`src/rtl/alu_mdu.sv`:
```
// alu_mdu: single-cycle MIPS ALU plus an iterative multiply/divide unit
// with HI/LO registers. Every operation completes through a start/done
// handshake; multiply/divide take WIDTH iterations and hold busy meanwhile.
module alu_mdu #(
  parameter int WIDTH = 32,
  parameter int SHW   = $clog2(WIDTH)
) (
  input  logic             clk,
  input  logic             rst,
  input  logic             start,
  input  logic [3:0]       aluctrl,
  input  logic [WIDTH-1:0] in1,
  input  logic [WIDTH-1:0] in2,
  input  logic [SHW-1:0]   sll,
  output logic [WIDTH-1:0] aluout,
  output logic             zeroflag,
  output logic             overflow,
  output logic             busy,
  output logic             done,
  output logic [WIDTH-1:0] hi,
  output logic [WIDTH-1:0] lo
);

  localparam logic [3:0] OP_AND   = 4'd0;
  localparam logic [3:0] OP_OR    = 4'd1;
  localparam logic [3:0] OP_ADD   = 4'd2;
  localparam logic [3:0] OP_SRL   = 4'd3;
  localparam logic [3:0] OP_SRA   = 4'd4;
  localparam logic [3:0] OP_SUB   = 4'd6;
  localparam logic [3:0] OP_SLT   = 4'd7;
  localparam logic [3:0] OP_MFHI  = 4'd12;
  localparam logic [3:0] OP_MFLO  = 4'd13;
  localparam logic [3:0] OP_SLL   = 4'd15;

  typedef enum logic [1:0] {IDLE, MUL, DIV, DONE} state_t;

  state_t             state_reg, state_next;
  logic [SHW-1:0]     count_reg, count_next;
  logic [2*WIDTH-1:0] acc_reg, acc_next;       // {upper, lower} working register
  logic [WIDTH-1:0]   op_reg, op_next;         // multiplicand or divisor magnitude
  logic               neg_lo_reg, neg_lo_next; // negate product / quotient at the end
  logic               neg_hi_reg, neg_hi_next; // negate remainder at the end
  logic               divz_reg, divz_next;     // divisor was zero
  logic [WIDTH-1:0]   aluout_reg, aluout_next;
  logic [WIDTH-1:0]   hi_reg, hi_next;
  logic [WIDTH-1:0]   lo_reg, lo_next;
  logic               ovf_reg, ovf_next;
  logic               done_reg, done_next;

  // single-cycle datapath
  logic [WIDTH-1:0] add_sum, sub_dif, alu_res;
  logic             alu_ovf;

  // operand conditioning for multiply/divide (magnitudes and signs)
  logic             is_mdu, is_div, op_signed, a_neg, b_neg;
  logic [WIDTH-1:0] mag_a, mag_b;

  // one iteration of shift-add multiply and restoring divide
  logic [WIDTH:0]     mul_sum;
  logic [2*WIDTH-1:0] mul_step;
  logic [WIDTH:0]     div_trial;
  logic               div_ge;
  logic [WIDTH-1:0]   div_dif;
  logic [2*WIDTH-1:0] div_step;

  // sign-corrected final results, applied on the last iteration
  logic [2*WIDTH-1:0] prod_fix;
  logic [WIDTH-1:0]   quo, rem, quo_fix, rem_fix;
  logic               last_iter;

  assign add_sum = in1 + in2;
  assign sub_dif = in1 - in2;

  // MULT/DIV are the even codes of 8..11, the unsigned variants are odd
  assign is_mdu    = (aluctrl[3:2] == 2'b10);
  assign is_div    = aluctrl[1];
  assign op_signed = ~aluctrl[0];
  assign a_neg     = op_signed & in1[WIDTH-1];
  assign b_neg     = op_signed & in2[WIDTH-1];
  assign mag_a     = a_neg ? (~in1 + 1'b1) : in1;
  assign mag_b     = b_neg ? (~in2 + 1'b1) : in2;

  assign mul_sum  = {1'b0, acc_reg[2*WIDTH-1:WIDTH]}
                  + {1'b0, (acc_reg[0] ? op_reg : {WIDTH{1'b0}})};
  assign mul_step = {mul_sum, acc_reg[WIDTH-1:1]};

  // partial remainder is always below the divisor, so the difference fits WIDTH bits
  assign div_trial = {acc_reg[2*WIDTH-1:WIDTH], acc_reg[WIDTH-1]};
  assign div_ge    = (div_trial >= {1'b0, op_reg});
  assign div_dif   = div_trial[WIDTH-1:0] - op_reg;
  assign div_step  = div_ge ? {div_dif, acc_reg[WIDTH-2:0], 1'b1}
                            : {div_trial[WIDTH-1:0], acc_reg[WIDTH-2:0], 1'b0};

  // remainder magnitude equals |in1| on divide-by-zero, so the sign fix restores in1
  assign prod_fix  = neg_lo_reg ? (~mul_step + 1'b1) : mul_step;
  assign quo       = div_step[WIDTH-1:0];
  assign rem       = div_step[2*WIDTH-1:WIDTH];
  assign quo_fix   = divz_reg ? {WIDTH{1'b1}} : (neg_lo_reg ? (~quo + 1'b1) : quo);
  assign rem_fix   = neg_hi_reg ? (~rem + 1'b1) : rem;
  assign last_iter = (count_reg == SHW'(WIDTH - 1));

  // single-cycle result and signed overflow for the current request
  always_comb begin
    alu_res = '0;
    alu_ovf = 1'b0;
    case (aluctrl)
      OP_AND:  alu_res = in1 & in2;
      OP_OR:   alu_res = in1 | in2;
      OP_ADD: begin
        alu_res = add_sum;
        alu_ovf = (in1[WIDTH-1] == in2[WIDTH-1]) && (add_sum[WIDTH-1] != in1[WIDTH-1]);
      end
      OP_SUB: begin
        alu_res = sub_dif;
        alu_ovf = (in1[WIDTH-1] != in2[WIDTH-1]) && (sub_dif[WIDTH-1] != in1[WIDTH-1]);
      end
      OP_SLT:  alu_res = {{(WIDTH-1){1'b0}}, ($signed(in1) < $signed(in2))};
      OP_SLL:  alu_res = in2 << sll;
      OP_SRL:  alu_res = in2 >> sll;
      OP_SRA:  alu_res = $unsigned($signed(in2) >>> sll);
      OP_MFHI: alu_res = hi_reg;
      OP_MFLO: alu_res = lo_reg;
      default: alu_res = '0;
    endcase
  end

  // next-state and datapath updates for the handshake FSM
  always_comb begin
    state_next  = state_reg;
    count_next  = count_reg;
    acc_next    = acc_reg;
    op_next     = op_reg;
    neg_lo_next = neg_lo_reg;
    neg_hi_next = neg_hi_reg;
    divz_next   = divz_reg;
    aluout_next = aluout_reg;
    hi_next     = hi_reg;
    lo_next     = lo_reg;
    ovf_next    = ovf_reg;
    done_next   = 1'b0;
    case (state_reg)
      IDLE: begin
        if (start) begin
          if (is_mdu) begin
            count_next  = '0;
            neg_lo_next = a_neg ^ b_neg;
            neg_hi_next = a_neg;
            divz_next   = (in2 == '0);
            if (is_div) begin
              state_next = DIV;
              op_next    = mag_b;
              acc_next   = {{WIDTH{1'b0}}, mag_a};
            end else begin
              state_next = MUL;
              op_next    = mag_a;
              acc_next   = {{WIDTH{1'b0}}, mag_b};
            end
          end else begin
            aluout_next = alu_res;
            ovf_next    = alu_ovf;
            done_next   = 1'b1;
          end
        end
      end
      MUL: begin
        acc_next   = mul_step;
        count_next = count_reg + SHW'(1);
        if (last_iter) begin
          state_next  = DONE;
          hi_next     = prod_fix[2*WIDTH-1:WIDTH];
          lo_next     = prod_fix[WIDTH-1:0];
          aluout_next = prod_fix[WIDTH-1:0];
          done_next   = 1'b1;
        end
      end
      DIV: begin
        acc_next   = div_step;
        count_next = count_reg + SHW'(1);
        if (last_iter) begin
          state_next  = DONE;
          hi_next     = rem_fix;
          lo_next     = quo_fix;
          aluout_next = quo_fix;
          done_next   = 1'b1;
        end
      end
      DONE: state_next = IDLE;
      default: state_next = IDLE;
    endcase
  end

  // state and datapath registers; reset also aborts any multiply/divide in flight
  always_ff @(posedge clk) begin
    if (rst) begin
      state_reg  <= IDLE;
      count_reg  <= '0;
      acc_reg    <= '0;
      op_reg     <= '0;
      neg_lo_reg <= 1'b0;
      neg_hi_reg <= 1'b0;
      divz_reg   <= 1'b0;
      aluout_reg <= '0;
      hi_reg     <= '0;
      lo_reg     <= '0;
      ovf_reg    <= 1'b0;
      done_reg   <= 1'b0;
    end else begin
      state_reg  <= state_next;
      count_reg  <= count_next;
      acc_reg    <= acc_next;
      op_reg     <= op_next;
      neg_lo_reg <= neg_lo_next;
      neg_hi_reg <= neg_hi_next;
      divz_reg   <= divz_next;
      aluout_reg <= aluout_next;
      hi_reg     <= hi_next;
      lo_reg     <= lo_next;
      ovf_reg    <= ovf_next;
      done_reg   <= done_next;
    end
  end

  assign aluout   = aluout_reg;
  assign zeroflag = (aluout_reg == '0);
  assign overflow = ovf_reg;
  assign busy     = (state_reg == MUL) || (state_reg == DIV);
  assign done     = done_reg;
  assign hi       = hi_reg;
  assign lo       = lo_reg;

endmodule

```
`config.mk`:
```
export PLATFORM = sky130hd
export DESIGN_NAME = alu_mdu
export DESIGN_NICKNAME = d
export VERILOG_FILES = /design/src/rtl/alu_mdu.sv
export SDC_FILE = /design/constraint.sdc
export NUM_CORES = 2
export LEC_CHECK = 0
export CORE_ASPECT_RATIO = 1.1
export CORE_MARGIN = 2
export CORE_UTILIZATION = 40
export DETAILED_ROUTE_END_ITERATION = 6
export GPL_TIMING_DRIVEN = 0
export PLACE_DENSITY_LB_ADDON = 0.05
export SYNTH_ARGS = -nofsm -noshare
export SYNTH_HDL_FRONTEND = slang
export SYNTH_SLANG_ARGS = --single-unit
```
`constraint.sdc`:
```
create_clock -name clk -period 7.2 [get_ports clk]
set_input_delay 0.72 -clock clk [delete_from_list [all_inputs] [get_ports clk]]
set_output_delay 0.72 -clock clk [all_outputs]
set_load 0.05 [all_outputs]
```
==> results.toml <==
[worst_setup_path]
worst-path-stages = 20
crit_end = "hi[30]"
worstPathCellList = "inv_1, ha_1, clkbuf_1, nand4_1, nor4_2, nand4_1, o211ai_1, or3_4, buf_6, clkbuf_1, clkdlybuf4s15_2, mux2i_1, ha_1, nand2_1, nor3_1, and3b_1, a31oi_1, nor4_1, mux2i_1, a31oi_1"
critical_path.top_delay_family = "simple AND/OR/NAND/NOR gates"
cp-start-kind = "flip-flop"
crit_path_end_kind = "flip-flop"
critical_path_buf_inv_count = 5
worstRegToRegCells = 20
timing.rr.end = "hi[30]"
critical-path-slowest-cell = "sky130_fd_sc_hd__nor4_2"
worst-r2r-setup-slack_ns = -0.06
crit_path_max_incr_delay_ns = 0.73
critPathLaunch = "op_reg[28]"
crit_path_max_fanout = 10
worstPathArrival_ns = 7.66
timing.setup.critical_path_class = "reg -> reg"
cp_data_required_time_ns = 7.60
rr_startpoint = "op_reg[28]"

[floorplanning]
die-area_sq_um = 71700
die_w_um = 255
floorplan.core_area_sq_um = 69000
ioPinCount = 176
initial_utilization_pct = 40.3
num_rows = 101
dieHeight_um = 281

[timing]
slew_viol_final = 21
timing.final.hold_violations = 0
max_freq_mhz = 138
finalCriticalPeriod_ns = 7.26
timing.clock.skew_ns = 0.0342
fin_hold_ws_ns = 0.460
post-route-period-util_pct = 101
maxSlewHeadroom_pct = -8.75
setup_tns_final_ns = -0.125
unrepaired_setup_endpoints_after_global_routing = "false"
timing.final.setup_violations = 2
max_slew.worst_pin.slew_ns = 1.63
post-route-worst-setup-slack_ns = -0.0650

[global_route]
antenna_found_initial = 10
maximum_number_of_pins_on_one_net_before_global_route_repair = 14
first_pass_grt_wire_length_mm = 248
globalRouteMet2Util_pct = 76.8
globalRouteMet1Util_pct = 53.6
groute.usage.overall_pct = 47.9
global_route.peak_usage_layer = "met2"
global_route.overflow_total = 0
vias_in_the_first_global_route = 33200
gr-usage-met3_pct = 9.67

[logic_synthesis]
synth_top_cells_by_area = "sky130_fd_sc_hd__dfxtp_1 15%, sky130_fd_sc_hd__ha_1 7.7%, sky130_fd_sc_hd__a21oi_1 7.1%"
synthFlopType = "sky130_fd_sc_hd__dfxtp_1"
synth_sequential_area_ratio_pct = 14.7
avgSynthCellArea_sq_um = 6.89
post_synth_instance_area_sq_um = 27800
synthDominantAreaCellType = "sky130_fd_sc_hd__dfxtp_1"
most_common_cell_in_the_netlist = "sky130_fd_sc_hd__nand2_1"
post_synth_most_frequent_cells = "492 x sky130_fd_sc_hd__nand2_1, 488 x sky130_fd_sc_hd__nor2_1, 395 x sky130_fd_sc_hd__a21oi_1"
synthArstFlopShare_pct = 0
netlist_instances = 4041
yosysWarnings = 0
synth.ff_latch_count = 204
number_of_enable_flip_flop_cells_after_synthesis = 0
yosysTopAreaCellShare_pct = 14.7
yosysUniqueCellTypes = 105
synth_nets = 4293

[cells_and_area]
final_nets = 4494
fillCellCount = 7540
utilization_pct = 45.8
number_of_flip_flops_under_the_largest_register_name = 64
sequential_standard_cell_area_sq_um = 4080
drive_gt1_share_pct = 5.19
area.growth.synth_to_final_pct = 13.7
multiInputGateArea_sq_um = 21900
post-route-cell-area_sq_um = 31600

[power]
cellPowerDensity_nw_per_um2 = 338
vdd_ir_drop_max_mv = 0.218
tot_pwr_mw = 10.7
power_leakage_nw = 11.8

[run_status]
violations = "capacitance limit, slew limit, setup timing"
status = "complete, but fails checks"

[clocking]
post_cts.resized_instances = 3
root_buffer = "sky130_fd_sc_hd__clkbuf_16"
cts_tree = "done"
cts.reportedPaths.clkPinSlew_ns = 0.07
ctsLongestPathBuffers = 3
number_of_buffers_inserted_during_clock_tree_synthesis = 24
clock_insertion_delay_worst_skew_ns = 0.58
post-cts-setup-buffer-count = 0
ctsHtreeMaxLevel = 1
postCtsHoldBufs = 0
clock-sinks = 204

[routing]
routed_via_density = 6.77
route.vias.total = 35200
remaining_design_rule_violation_count = 0
final_antenna_net_count = 0
wirelength_mm = 179
drtIter0Drc = 4834
route.detailed.wl_per_inst_um = 34.5
first_pass_iters = 7

[placed_design]
routabilityCongestion = 1.08
placement.cell_area_sq_um = 30700
portBuffers = 169
detailed_place_hpwl_mm = 145

[flow_run]
maxCapViolCount = 3

[min_path]
min_path_type = "reg -> reg"
cell usage in the layout, fill, tap and decap left out, drive strengths merged, types with 23 or more instances in the layout:
master,synthesis,routed
nand2,492,492
nor2,489,489
a21oi,397,397
clkbuf,278,308
o21ai,257,257
dfxtp,204,204
ha,172,172
clkdlybuf4s50,0,169
xnor2,163,163
inv,162,162
nor3,125,125
a22oi,100,100
mux2i,82,82
o211ai,78,78
a211oi,65,65
nand3,60,60
mux4,58,58
a21o,56,56
buf,50,54
a31oi,53,53
o31ai,48,48
xor2,47,47
or3,35,35
nor4,34,34
nand4,33,33
and3,31,31
nand2b,30,30
a221oi,30,30
o21bai,28,28
and2,28,28
o41ai,23,23
per-layer routing:
metal / up-vias / part of all wire, %
met5: - / 0.026
met4: 8 / 11
met3: 756 / 9.4
met2: 2427 / 44
met1: 16800 / 35
li1: 15200 / -
how the worst min path moves through the flow:
| stage | from | to | slack [ns] | cells after the start |
|---|---|---|---|---|
| final | op_reg[16] | op_reg[16] | 0.46 | 2 |
| after global routing | op_reg[9] | op_reg[9] | 0.47 | 2 |
| after CTS | op_reg[16] | op_reg[16] | 0.46 | 2 |
| after detailed placement | op_reg[9] | op_reg[9] | 0.45 | 2 |
| after global placement | op_reg[12] | op_reg[12] | 0.44 | 2 |
| after floorplan | op_reg[10] | op_reg[10] | 0.43 | 2 |
final cells by class:
class                      count  area share [%]
antenna                        7          0.0554
buffer                       328            4.10
clock buffer                  29            2.02
clock inverter                14           0.688
inverter                     165            1.96
multi-input combinational   3344            69.1
sequential                   204            12.9
tap                          927            3.67
timing repair buffer         175            5.51
cells by family (layout without fill, tap and decap cells):
logic type      Yosys count  count (layout)  share of synthesized area [%]
other cells               0               7                              0
buf+inv                 493             711                           6.86
mux                     155             155                           8.28
simple gates           1440            1440                           23.2
flops                   204             204                           14.7
xor+xnor                210             210                           6.61
compound gates         1363            1363                           32.4
fa+ha+maj               176             176                           8.02
report_power, final:
| part | switching [mW] | internal [mW] |
|---|---|---|
| clock | 0.573 | 0.815 |
| sequential | 0.135 | 1.31 |
| combinational | 5.72 | 2.13 |
worst reg2reg max path: stages (launching register included):
cell                              delay [ns]
sky130_fd_sc_hd__dfxtp_1                0.47
sky130_fd_sc_hd__inv_1                  0.11
sky130_fd_sc_hd__ha_1                   0.28
sky130_fd_sc_hd__clkbuf_1               0.27
sky130_fd_sc_hd__nand4_1                0.50
sky130_fd_sc_hd__nor4_2                 0.73
sky130_fd_sc_hd__nand4_1                0.16
sky130_fd_sc_hd__o211ai_1               0.26
sky130_fd_sc_hd__or3_4                  0.19
sky130_fd_sc_hd__buf_6                  0.18
sky130_fd_sc_hd__clkbuf_1               0.64
sky130_fd_sc_hd__clkdlybuf4s15_2        0.60
sky130_fd_sc_hd__mux2i_1                0.38
sky130_fd_sc_hd__ha_1                   0.29
sky130_fd_sc_hd__nand2_1                0.07
sky130_fd_sc_hd__nor3_1                 0.35
sky130_fd_sc_hd__and3b_1                0.28
sky130_fd_sc_hd__a31oi_1                0.36
sky130_fd_sc_hd__nor4_1                 0.61
sky130_fd_sc_hd__mux2i_1                0.28
sky130_fd_sc_hd__a31oi_1                0.10
metrics by stage:
step	instances	worst slack (ns)
floorplan	4041	2.63
finish	5193	-0.0650
global route	5186	0.00446
detailed placement	5139	-0.151
CTS	5182	0.211
global placement	5137	-0.205
(Power assumes the default switching activity.)
